<file path="src/rtl/cond_logic.sv">
// ARM condition-check unit: holds the NZCV status register, evaluates the
// instruction condition field against it and gates the decoder write strobes.
module cond_logic #(
  parameter logic [3:0] FLAG_RST = 4'b0000
) (
  input  logic       clk,
  input  logic       reset,
  input  logic [3:0] Cond,
  input  logic [3:0] ALUFlags,
  input  logic [1:0] FlagW,
  input  logic       PCS,
  input  logic       RegW,
  input  logic       MemW,
  input  logic       NoWrite,
  input  logic       Stall,
  output logic       PCSrc,
  output logic       RegWrite,
  output logic       MemWrite,
  output logic       CondEx,
  output logic [3:0] Flags
);

  localparam int COND_W = 4;

  logic [1:0] nz_q, nz_d;
  logic [1:0] cv_q, cv_d;
  logic [COND_W-1:0] cond_sel;
  logic n_flag, z_flag, c_flag, v_flag;
  logic cond_ex;

  assign cond_sel = Cond;
  assign {n_flag, z_flag} = nz_q;
  assign {c_flag, v_flag} = cv_q;

  // Condition is judged on flags left by earlier instructions, not ALUFlags.
  always_comb begin
    cond_ex = 1'b0;
    case (cond_sel)
      4'b0000: cond_ex = z_flag;
      4'b0001: cond_ex = ~z_flag;
      4'b0010: cond_ex = c_flag;
      4'b0011: cond_ex = ~c_flag;
      4'b0100: cond_ex = n_flag;
      4'b0101: cond_ex = ~n_flag;
      4'b0110: cond_ex = v_flag;
      4'b0111: cond_ex = ~v_flag;
      4'b1000: cond_ex = c_flag & ~z_flag;
      4'b1001: cond_ex = ~c_flag | z_flag;
      4'b1010: cond_ex = (n_flag == v_flag);
      4'b1011: cond_ex = (n_flag != v_flag);
      4'b1100: cond_ex = ~z_flag & (n_flag == v_flag);
      4'b1101: cond_ex = z_flag | (n_flag != v_flag);
      4'b1110: cond_ex = 1'b1;
      default: cond_ex = 1'b0;
    endcase
  end

  always_comb begin
    nz_d = nz_q;
    cv_d = cv_q;
    if (FlagW[1] && cond_ex && !Stall) nz_d = ALUFlags[3:2];
    if (FlagW[0] && cond_ex && !Stall) cv_d = ALUFlags[1:0];
  end

  always_ff @(posedge clk or negedge reset) begin
    if (!reset) begin
      nz_q <= FLAG_RST[3:2];
      cv_q <= FLAG_RST[1:0];
    end else begin
      nz_q <= nz_d;
      cv_q <= cv_d;
    end
  end

  // Strobes are deliberately not stall-gated; that happens upstream.
  assign CondEx   = cond_ex;
  assign PCSrc    = PCS & cond_ex;
  assign RegWrite = RegW & cond_ex & ~NoWrite;
  assign MemWrite = MemW & cond_ex;
  assign Flags    = {nz_q, cv_q};

endmodule
</file>
<file path="config.mk">
export PLATFORM = sky130hd
export DESIGN_NAME = cond_logic
export DESIGN_NICKNAME = d
export VERILOG_FILES = /design/src/rtl/cond_logic.sv
export SDC_FILE = /design/constraint.sdc
export NUM_CORES = 1
export LEC_CHECK = 0
export BUFFER_PORTS_ARGS = -buffer_cell sky130_fd_sc_hd__buf_2
export CAP_MARGIN = 20
export CELL_PAD_IN_SITES_DETAIL_PLACEMENT = 0
export CELL_PAD_IN_SITES_GLOBAL_PLACEMENT = 2
export CORE_MARGIN = 2
export CORE_UTILIZATION = 22
export DETAILED_ROUTE_END_ITERATION = 10
export PLACE_DENSITY_LB_ADDON = 0.1
export SLEW_MARGIN = 20
export SYNTH_ARGS = -nofsm -noshare
export SYNTH_HDL_FRONTEND = slang
export SYNTH_SLANG_ARGS = --single-unit
</file>
<file path="constraint.sdc">
create_clock -name clk -period 1.89 [get_ports clk]
set_input_delay 0.189 -clock clk [delete_from_list [all_inputs] [get_ports clk]]
set_output_delay 0.189 -clock clk [all_outputs]
set_load 0.05 [all_outputs]
</file>
# After elaboration in Yosys (flattened, before gate mapping)
# Index checks and enable logic that the tools add are counted.
dict set report op_classes {
  eq_ne 16
  mux 1
  bitwise 13
  n_reduce_logical 6
}
# op n
set op_table {}
lappend op_table {{$eq 4x4->1 const B} 7}
lappend op_table {{$eq 4x3->1 const B} 4}
lappend op_table {{$pmux 1 s15} 1}
lappend op_table {{$eq 4x2->1 const B} 2}
lappend op_table {{$and 1x1->1} 6}
lappend op_table {{$not 1->1} 5}
lappend op_table {{$eq 4x1->1 const B} 1}
lappend op_table {{$logic_and 1x1->1} 4}
lappend op_table {{$logic_not 4->1} 1}
lappend op_table {{$or 1x1->1} 2}
lappend op_table {{$eq 1x1->1} 1}
lappend op_table {{$logic_not 1->1} 1}
lappend op_table {{$ne 1x1->1} 1}
dict set report word_totals {
  regBits 4
  inputBits 17
  out_inout_bits 8
  word_cells 38
}

# Longest topological paths before layout
# Gate-level depths: netlist (run 1).
dict set report logic_depth {
  word_depth 5
  mapped_depth 6
  depth_no_buf 6
}

# Worst setup path before layout (run 1)
# No wires, ideal clock.
dict set report synth_path {
  path_kind {reg-to-output}
  start {register nz_q[1]}
  end {output port MemWrite}
  t_arrival_ns 2.180
  required_time_ns 1.701
  path_slack_ns -0.479
  path_stages_with_launch 7
  path_cell_list {dfrtp_1 -> xnor2_2 -> a31oi_2 -> a221oi_4 -> o211a_4 -> inv_2 -> and2_1}
}
dict set report synth_between {
  elab_chain_len 4
}
# item line_no
set synth_lines {}
lappend synth_lines {{start, declared} 25} ;# logic [1:0] nz_q, nz_d;
lappend synth_lines {{start signal, assigned} 67} ;# nz_q <= FLAG_RST[3:2];
lappend synth_lines {{start signal, assigned} 70} ;# nz_q <= nz_d;
lappend synth_lines {{$ne 1x1->1 / $eq 1x1->1 (equally long branches)} n/a}
lappend synth_lines {{$or 1x1->1 / $and 1x1->1 (equally long branches)} {52, 51}}
lappend synth_lines {{$pmux 1 s15 *} 38} ;# case (cond_sel)
lappend synth_lines {{net CondEx} 19} ;# output logic CondEx,
lappend synth_lines {{$and 1x1->1 *} 79} ;# assign MemWrite = MemW & cond_ex;
lappend synth_lines {{end, declared} 18} ;# output logic MemWrite,
# The timed path passes the listed nets; every way through them passes the cells marked *.

# Worst setup path after layout (run 1)
dict set report layout_path {
  start {register nz_q[1]}
  end {output port PCSrc}
}
dict set report layout_between {
  elab_chain_len 4
}
# item line_no
set layout_lines {}
lappend layout_lines {{$ne 1x1->1 / $eq 1x1->1 (equally long branches)} n/a}
lappend layout_lines {{$or 1x1->1 / $and 1x1->1 (equally long branches)} {52, 51}}
lappend layout_lines {{$pmux 1 s15 *} 38}
lappend layout_lines {{$and 1x1->1 *} 77} ;# assign PCSrc = PCS & cond_ex;
lappend layout_lines {{end, declared} 16} ;# output logic PCSrc,
# Mark *: on every way between the ends. The rest lies on a longest branch, timed or not.

==> results of run 1 <==
==> logic make-up (layout without fill, tap and decap cells) <==
group,count (synthesis),after routing
compound gates,19,19
buf+inv,3,41
flops,4,4
mux,1,1
xor+xnor,2,2
simple gates,20,20
==> repair_timing <==
action	4_1_cts	5_1_grt
buffers inserted	0	1
hold buffers	1	0
pin swaps	6	5
endpoints found under the setup margin	4	4
resized for setup	10	1
hold endpoints to repair	4	0
==> cells in the final DEF, fill, tap and decap left out <==
cell,n
sky130_fd_sc_hd__buf_2,21
sky130_fd_sc_hd__buf_4,10
sky130_fd_sc_hd__nand2b_1,5
sky130_fd_sc_hd__o22ai_1,5
sky130_fd_sc_hd__o31ai_1,5
sky130_fd_sc_hd__nand2_1,5
sky130_fd_sc_hd__dfrtp_2,4
sky130_fd_sc_hd__nor2b_1,3
sky130_fd_sc_hd__a21oi_1,3
sky130_fd_sc_hd__clkbuf_4,3
sky130_fd_sc_hd__inv_1,2
sky130_fd_sc_hd__and2_4,2
sky130_fd_sc_hd__buf_8,2
sky130_fd_sc_hd__mux2i_1,1
sky130_fd_sc_hd__nor3_1,1
sky130_fd_sc_hd__nor2_1,1
sky130_fd_sc_hd__xnor2_4,1
sky130_fd_sc_hd__nor3b_2,1
sky130_fd_sc_hd__a31oi_4,1
sky130_fd_sc_hd__a221oi_4,1
sky130_fd_sc_hd__o21ai_0,1
sky130_fd_sc_hd__a211o_1,1
sky130_fd_sc_hd__xor2_1,1
sky130_fd_sc_hd__nor3b_1,1
sky130_fd_sc_hd__o32a_2,1
sky130_fd_sc_hd__o211a_4,1
sky130_fd_sc_hd__inv_4,1
sky130_fd_sc_hd__nor3b_4,1
sky130_fd_sc_hd__dlygate4sd3_1,1
sky130_fd_sc_hd__buf_6,1
==> per-layer routing <==
metal	part of all wire [%]	track usage (%)	wire length, µm
met5	0	0	0
met4	0.82	4.86	10
met3	6.2	2.22	75
met2	47	19.5	566
met1	46	14.4	562
==> metrics by stage <==
stage | util [%] | std cells | hold WS [ns] | setup TNS (ns) | power (mW)
after floorplan | - | 49 | -0.107 | -0.395 | 0.514
after global placement | 37.4 | 107 | -0.00127 | 0 | 0.687
after detailed placement | 37.4 | 107 | -0.00452 | -0.0304 | 0.685
after CTS | 41.9 | 111 | 0.197 | -0.744 | 0.865
after global routing | 42.5 | 112 | 0.208 | -0.821 | 0.909
final | 42.5 | 112 | 0.197 | -0.578 | 0.861
==> state kept, by name, summed over array words and instances (netlist names) <==
name  flops
nz_q      2
cv_q      2
==> area by class of cell <==
| cell class | count | area [µm²] | area share (%) |
|---|---|---|---|
| multi-input cells | 42 | 354 | 46.7 |
| inverters | 3 | 13.8 | 1.82 |
| flip-flops and latches | 4 | 105 | 13.9 |
| repair buffers | 35 | 231 | 30.5 |
| clock buffers | 3 | 22.5 | 2.97 |
| well taps | 25 | 31.3 | 4.13 |
==> power breakdown <==
| group | switching (mW) | total [mW] | internal (mW) |
|---|---|---|---|
| sequential | 0.0465 | 0.168 | 0.122 |
| clock | 0.0413 | 0.113 | 0.0715 |
| combinational | 0.334 | 0.580 | 0.245 |
==> path summary, 6_finish.rpt <==
path                             start       to  slack, ns  depth (start not counted)
max in group asynchronous        reset  cv_q[1]       1.48                          2
max                            nz_q[1]    PCSrc      -0.18                          7
min in group asynchronous        reset  nz_q[0]       0.28                          2
min                        ALUFlags[3]  nz_q[1]       0.20                          3
max reg2reg                    nz_q[1]  nz_q[0]       0.18                          7
min reg2reg                    cv_q[1]  cv_q[1]       0.62                          2
==> worst reg2reg max path: stages, from the launching register on <==
cell                      delay (ns)
sky130_fd_sc_hd__dfrtp_2        0.45
sky130_fd_sc_hd__xnor2_4        0.23
sky130_fd_sc_hd__nand2_1        0.08
sky130_fd_sc_hd__a211o_1        0.29
sky130_fd_sc_hd__buf_4          0.14
sky130_fd_sc_hd__buf_4          0.12
sky130_fd_sc_hd__a21oi_1        0.16
sky130_fd_sc_hd__o22ai_1        0.12
==> summary.log, run 1 <==
qor: synthesis.muxShareOfSynthArea 2.33%
qor: synthesis.netlist-cell-type-count 23
qor: synthesis.yosys.area_share.xor_xnor 5.83%
qor: timing.max_slew.worst_pin.slew 0.257 ns
qor: power_and_ir_drop.leakage_power_figure 0.331 nW
qor: synthesis.synthesis.area_per_instance 8.76 µm²
qor: global_routing.number_of_antenna_violations_at_the_first_check_in_global_routing 0
qor: floorplan.core.rowCount 15
qor: clocking.clk_transition_reported_paths 0.04 ns
qor: clocking.cts_num_sinks 4
qor: synthesis.adder_and_majority_cell_fraction_of_the_synthesized_area 0%
qor: synthesis.post_synth_arst_share 100%
qor: setup_path.crit_required 1.70 ns
qor: place.gp_congestion 0.791
qor: setup_path.type_of_element_launching_the_critical_path flop
qor: setup_path.critical-path-top-delay-family compound AO/OA/AOI/OAI gates
qor: layout.filler_cell_count 198
qor: layout.finish.instance_area 758 µm²
qor: synthesis.share_of_the_yosys_chip_area_belonging_to_registers 23.3%
qor: synthesis.synthesis.yosys.warnings 0
qor: timing.post-route-min-period 2.07 ns
qor: routing.drt_first_pass_iters 4
qor: outcome.outcome finished, violations left
qor: setup_path.timing.critical_path.slowest_stage_cell sky130_fd_sc_hd__dfrtp_2
qor: flow_run.maxCapViolCount 0
qor: clocking.clock_network_latency_to_the_later_pin_of_the_worst_skew_pair 0.24 ns
qor: place.dpl-instance-area 667 µm²
qor: global_routing.maximum_number_of_pins_on_one_net_before_global_route_repair 8
qor: floorplan.ios 25
qor: floorplan.starting_utilization_of_the_core_area 24.1%
qor: power_and_ir_drop.peakVddDrop 0.518 mV
qor: outcome.violated_checks setup timing
qor: routing.route.detailed.vias_per_inst 4.54
qor: timing.setup_ws -0.178 ns
qor: global_routing.grt_overflow_total 0
qor: synthesis.yosys.area_share.simple 27.4%
qor: setup_path.largest_fanout_of_any_net_on_the_critical_path 4
qor: floorplan.core_area 1780 µm²
qor: timing.clock.fmax 0.484 GHz
qor: place.port_buffers 24
qor: setup_path.worst_setup_path_end_kind output port
qor: layout.layout-area-overhead-vs-synth 76.7%
qor: routing.route.vias.total 509
qor: routing.drtAntennaViolNets 0
qor: timing.final_min_period_over_clock_period 109%
qor: place.dp_hpwl 1010 µm
qor: routing.drc 0
qor: setup_path.timing.critical_path.cells xnor2_4 -> a31oi_4 -> a221oi_4 -> o211a_4 -> inv_4 -> and2_4 -> buf_8
qor: synthesis.post_synthesis_cell_area 429 µm²
qor: synthesis.synth.area.top_cells sky130_fd_sc_hd__dfrtp_1, sky130_fd_sc_hd__o31ai_1, sky130_fd_sc_hd__nand2b_1, sky130_fd_sc_hd__o22ai_1, sky130_fd_sc_hd__a221oi_4
qor: timing.slew_hr 82.8%
qor: hold_path.holdCritPathClass input pin to flop
qor: synthesis.post_synth_edffs 0
qor: floorplan.die_w 48.2 µm
qor: synthesis.netlist.area_leader.share 23.3%
qor: synthesis.synth_commonest_cells sky130_fd_sc_hd__nand2_1, sky130_fd_sc_hd__nand2b_1, sky130_fd_sc_hd__o22ai_1, sky130_fd_sc_hd__o31ai_1, sky130_fd_sc_hd__dfrtp_1
qor: floorplan.dieArea 2320 µm²
qor: floorplan.die-height 48.2 µm
qor: setup_path.path_class flop to output port
qor: timing.slew_viol_final 0
qor: routing.drt_iter0_drc 10
qor: routing.finalWirelength 1210 µm
qor: place.dpl_worst_slack -0.0153 ns
qor: setup_path.timing.critical_path.buf_inv 2
qor: timing.finalSetupViolCount 4
qor: setup_path.critical-path-max-stage-delay 0.45 ns
qor: clocking.cts-root-to-sink-buffers 2
qor: synthesis.syn_inst 49
qor: clocking.h_tree_lvl_count 1
qor: global_routing.grt_pass1_wl 1890 µm
qor: clocking.cts.root.buffer_cell sky130_fd_sc_hd__clkbuf_4
qor: layout.final_nets 106
qor: synthesis.post_synthesis_register_bit_count 4
qor: clocking.cts_buffer_count 3
qor: synthesis.dominantRegCellSynth sky130_fd_sc_hd__dfrtp_1
qor: routing.drt-wirelength-per-cell 10.8 µm
qor: synthesis.combinational_family_with_the_most_area_after_synthesis compound AO/OA/AOI/OAI gates
qor: synthesis.mapped_nets 66
qor: synthesis.synth_top_area_cell sky130_fd_sc_hd__dfrtp_1
qor: timing.clock-skew-final 0.00583 ns
qor: layout.final_layout_size_suffix_gt1_share 58.6%
qor: global_routing.grt_pass1_vias 506
qor: clocking.cts_tree yes
qor: synthesis.synth_compound_gate_area_share 38.5%
qor: timing.grt_setup_unrepaired yes
qor: power_and_ir_drop.power.density 1140 nW/µm²
qor: setup_path.worst-endpoint-arrival 1.88 ns
qor: global_routing.globalRouteTotalUtil 11.6%
qor: timing.hold_violation_count_in_the_final_report 0
qor: layout.num_antenna_cells 0
Power figures use the tool's default switching activity.
==> inputs of run 2 (changes only) <==
--- a/config.mk
+++ b/config.mk
@@ -5,6 +5,7 @@
 export SDC_FILE = /design/constraint.sdc
 export NUM_CORES = 1
 export LEC_CHECK = 0
+export ABC_CLOCK_PERIOD_IN_PS = 1890
 export BUFFER_PORTS_ARGS = -buffer_cell sky130_fd_sc_hd__buf_2
 export CAP_MARGIN = 20
 export CELL_PAD_IN_SITES_DETAIL_PLACEMENT = 0
==> constraint.sdc (replaced) <==
create_clock -name clk -period 1.89 [get_ports clk]
set_input_delay 0.189 -clock clk [delete_from_list [all_inputs] [get_ports clk]]
set_output_delay 0.189 -clock clk [all_outputs]
set_load 0.1 [all_outputs]
==> run 2 against run 1 <==
Net effect: the flow still finishes with violations (setup timing); first-iteration DRC count up 100%; via count up 4.1%; wire length up 5.4%; utilization up 1.5 points; sequential share of layout area up 0.49 points; sequential power up 5%; critical path type unchanged; largest power group unchanged; highest routed layer is now met3.
==> summary.log, run 2 (same netlist as run 1, synthesis figures left out) <==
qor: outcome.outcome finished, violations left [unchanged]
qor: outcome.violated_checks setup timing [unchanged]
qor: clocking.cts.root.buffer_cell sky130_fd_sc_hd__clkbuf_4 [unchanged]
qor: floorplan.core_area 1780 µm² [unchanged]
qor: place.dp_hpwl 1090 µm [was 1010 µm]
qor: layout.reg.largest.list cv_q: 2 flops, nz_q: 2 flops [unchanged]
qor: setup_path.timing.rr.end nz_q[0] [unchanged]
qor: flow_run.maxCapViolCount 0 [unchanged]
qor: routing.route.detailed.vias_per_inst 4.82 [was 4.54]
qor: power_and_ir_drop.clkPwrFrac 9.5% [was 13.1%]
qor: setup_path.startpoint cv_q[0] [was nz_q[1]]
qor: place.port_buffers 24 [unchanged]
qor: floorplan.die_w 48.2 µm [unchanged]
qor: clocking.h_tree_lvl_count 1 [unchanged]
qor: timing.max_slew.worst_pin.slew 0.483 ns [was 0.257 ns]
qor: layout.final_core_util 44.0% [was 42.5%]
qor: clocking.clock_network_latency_to_the_later_pin_of_the_worst_skew_pair 0.23 ns [was 0.24 ns]
qor: floorplan.dieArea 2320 µm² [unchanged]
qor: timing.hold_violation_count_in_the_final_report 0 [unchanged]
qor: routing.finalWirelength 1280 µm [was 1210 µm]
qor: timing.setup_tns -0.848 ns [was -0.578 ns]
qor: power_and_ir_drop.peakVddDrop 0.901 mV [was 0.518 mV]
qor: timing.finalSetupViolCount 4 [unchanged]
qor: timing.final_min_period_over_clock_period 113% [was 109%]
qor: layout.final_layout_size_suffix_gt1_share 57.6% [was 58.6%]
qor: layout.final_nets 104 [was 106]
qor: global_routing.grt_overflow_total 0 [unchanged]
qor: setup_path.r2r_start cv_q[0] [was nz_q[1]]
qor: clocking.clk_transition_reported_paths 0.04 ns [about the same]
qor: timing.setup_ws -0.252 ns [was -0.178 ns]
qor: global_routing.globalRouteTotalUtil 12.0% [was 11.6%]
qor: timing.holdWs 0.205 ns [was 0.197 ns]
qor: clocking.cts_tree yes [unchanged]
qor: power_and_ir_drop.power.density 1360 nW/µm² [was 1140 nW/µm²]
qor: power_and_ir_drop.leakage_power_figure 0.332 nW [was 0.331 nW]
qor: place.gp_congestion 0.789 [was 0.791]
qor: timing.slew_hr 67.5% [was 82.8%]
qor: timing.slew_viol_final 0 [unchanged]
qor: clocking.cts_buffer_count 3 [unchanged]
qor: routing.drt_iter0_drc 20 [was 10]
qor: routing.route.vias.total 530 [was 509]
qor: layout.layout_common_cells sky130_fd_sc_hd__buf_2, sky130_fd_sc_hd__buf_4 [unchanged]
qor: global_routing.number_of_antenna_violations_at_the_first_check_in_global_routing 0 [unchanged]
qor: setup_path.path_class flop to output port [unchanged]
qor: global_routing.grt_pass1_wl 1930 µm [was 1890 µm]
qor: setup_path.ff2ff_path_depth 6 [was 7]
qor: floorplan.core.rowCount 15 [unchanged]
qor: power_and_ir_drop.net_switching_power_figure 0.593 mW [was 0.422 mW]
qor: routing.drtAntennaViolNets 0 [unchanged]
qor: timing.clock.fmax 0.467 GHz [was 0.484 GHz]
qor: setup_path.worst_setup_path_endpoint MemWrite [was PCSrc]
qor: setup_path.crit_required 1.70 ns [about the same]
qor: clocking.cts_num_sinks 4 [unchanged]
qor: power_and_ir_drop.internal-power 0.473 mW [was 0.439 mW]
qor: setup_path.type_of_element_launching_the_critical_path flop [unchanged]
qor: floorplan.ios 25 [unchanged]
qor: power_and_ir_drop.switching_share 55.6% [was 49.0%]
qor: clocking.cts-root-to-sink-buffers 2 [unchanged]
qor: routing.drt-wirelength-per-cell 11.6 µm [was 10.8 µm]
qor: global_routing.maximum_number_of_pins_on_one_net_before_global_route_repair 8 [unchanged]
qor: setup_path.worst-endpoint-arrival 1.95 ns [was 1.88 ns]
qor: floorplan.die-height 48.2 µm [unchanged]
qor: timing.post-route-min-period 2.14 ns [was 2.07 ns]
qor: layout.mostFrequentLayoutCell sky130_fd_sc_hd__buf_2 [unchanged]
qor: power_and_ir_drop.pwr-share-seq 16.6% [was 19.6%]
qor: layout.layout-area-overhead-vs-synth 82.8% [was 76.7%]
qor: timing.grt_setup_unrepaired yes [unchanged]
qor: layout.num_antenna_cells 0 [unchanged]
qor: floorplan.starting_utilization_of_the_core_area 24.1% [unchanged]
qor: clocking.post-cts-setup-buffer-count 0 [unchanged]
qor: setup_path.worst_setup_path_end_kind output port [unchanged]
qor: global_routing.grt_pass1_vias 495 [was 506]
qor: setup_path.largest_fanout_of_any_net_on_the_critical_path 3 [was 4]
qor: power_and_ir_drop.power.share.combinational 73.8% [was 67.3%]
qor: layout.finish.instance_area 785 µm² [was 758 µm²]
qor: routing.drt_first_pass_iters 4 [unchanged]
qor: setup_path.reg2reg_slack 0.16 ns [was 0.18 ns]
qor: routing.drc 0 [unchanged]
qor: place.dpl-instance-area 724 µm² [was 667 µm²]
qor: timing.clock-skew-final 0.00236 ns [was 0.00583 ns]
qor: layout.filler_cell_count 186 [was 198]
qor: hold_path.holdCritPathClass input pin to flop [unchanged]
qor: place.dpl_worst_slack -0.0447 ns [was -0.0153 ns]
run 2: changes by cell type in the layout (fill, tap and decap cells not counted):
cell	previous run	this run
sky130_fd_sc_hd__buf_4	10	8
sky130_fd_sc_hd__dfrtp_2	4	1
sky130_fd_sc_hd__buf_12	0	4
sky130_fd_sc_hd__dfrtp_4	0	3
sky130_fd_sc_hd__buf_6	1	0
sky130_fd_sc_hd__buf_2	21	20
sky130_fd_sc_hd__buf_8	2	0
run 2: worst min-delay path by stage:
stage	slack, ns	from	depth (start not counted)	end
after floorplan	-0.11	reset	0	nz_q[0]
after global placement	-0.003	reset	1	cv_q[1]
after detailed placement	-0.0006	reset	1	cv_q[1]
after CTS	0.20	ALUFlags[0]	3	cv_q[0]
after global routing	0.21	ALUFlags[0]	3	cv_q[0]
final	0.21	ALUFlags[0]	3	cv_q[0]
run 2: metrics by stage:
| step | total power [mW] | instances |
|---|---|---|
| after floorplan | 0.692 | 49 |
| after detailed placement | 0.918 | 106 |
| after global placement | 0.919 | 106 |
| final | 1.07 | 110 |
| after global routing | 1.12 | 110 |
| after CTS | 1.07 | 110 |
run 2: power by group through the flow:
stage / clock network, mW / registers, mW / logic (mW)
after global routing: 0.114 / 0.184 / 0.820
after floorplan: 0 / 0.395 / 0.297
final: 0.102 / 0.177 / 0.787
after detailed placement: 0 / 0.169 / 0.749
after CTS: 0.107 / 0.177 / 0.788
after global placement: 0 / 0.169 / 0.750
run 2: layout make-up:
type	instances	area, µm²	area share (%)
multi-input cells	42	354	45.1
repair buffers	33	250	31.9
flip-flops and latches	4	113	14.4
well taps	25	31.3	3.99
clock buffers	3	22.5	2.87
inverters	3	13.8	1.75
run 2: what timing repair did:
action,4_1_cts,5_1_grt
hold buffers,1,0
setup endpoints to repair,4,4
pin swaps,2,0
gates resized for setup,3,1
gates cloned,0,0
hold endpoints to repair,4,0
run 2: routing by layer:
metal	GRT usage (%)	wire [µm]	vias up
met5	0	0	-
met4	4.86	0	0
met3	2.96	110	0
met2	18.4	599	33
met1	16.0	570	238
li1	-	-	259
run 2: critical path, stage by stage, from the launching register on:
cell                       delay, ns
sky130_fd_sc_hd__dfrtp_4        0.49
sky130_fd_sc_hd__xnor2_4        0.22
sky130_fd_sc_hd__a31oi_4        0.13
sky130_fd_sc_hd__a221oi_4       0.29
sky130_fd_sc_hd__o211a_4        0.23
sky130_fd_sc_hd__inv_4          0.05
sky130_fd_sc_hd__and2_4         0.16
sky130_fd_sc_hd__buf_12         0.16
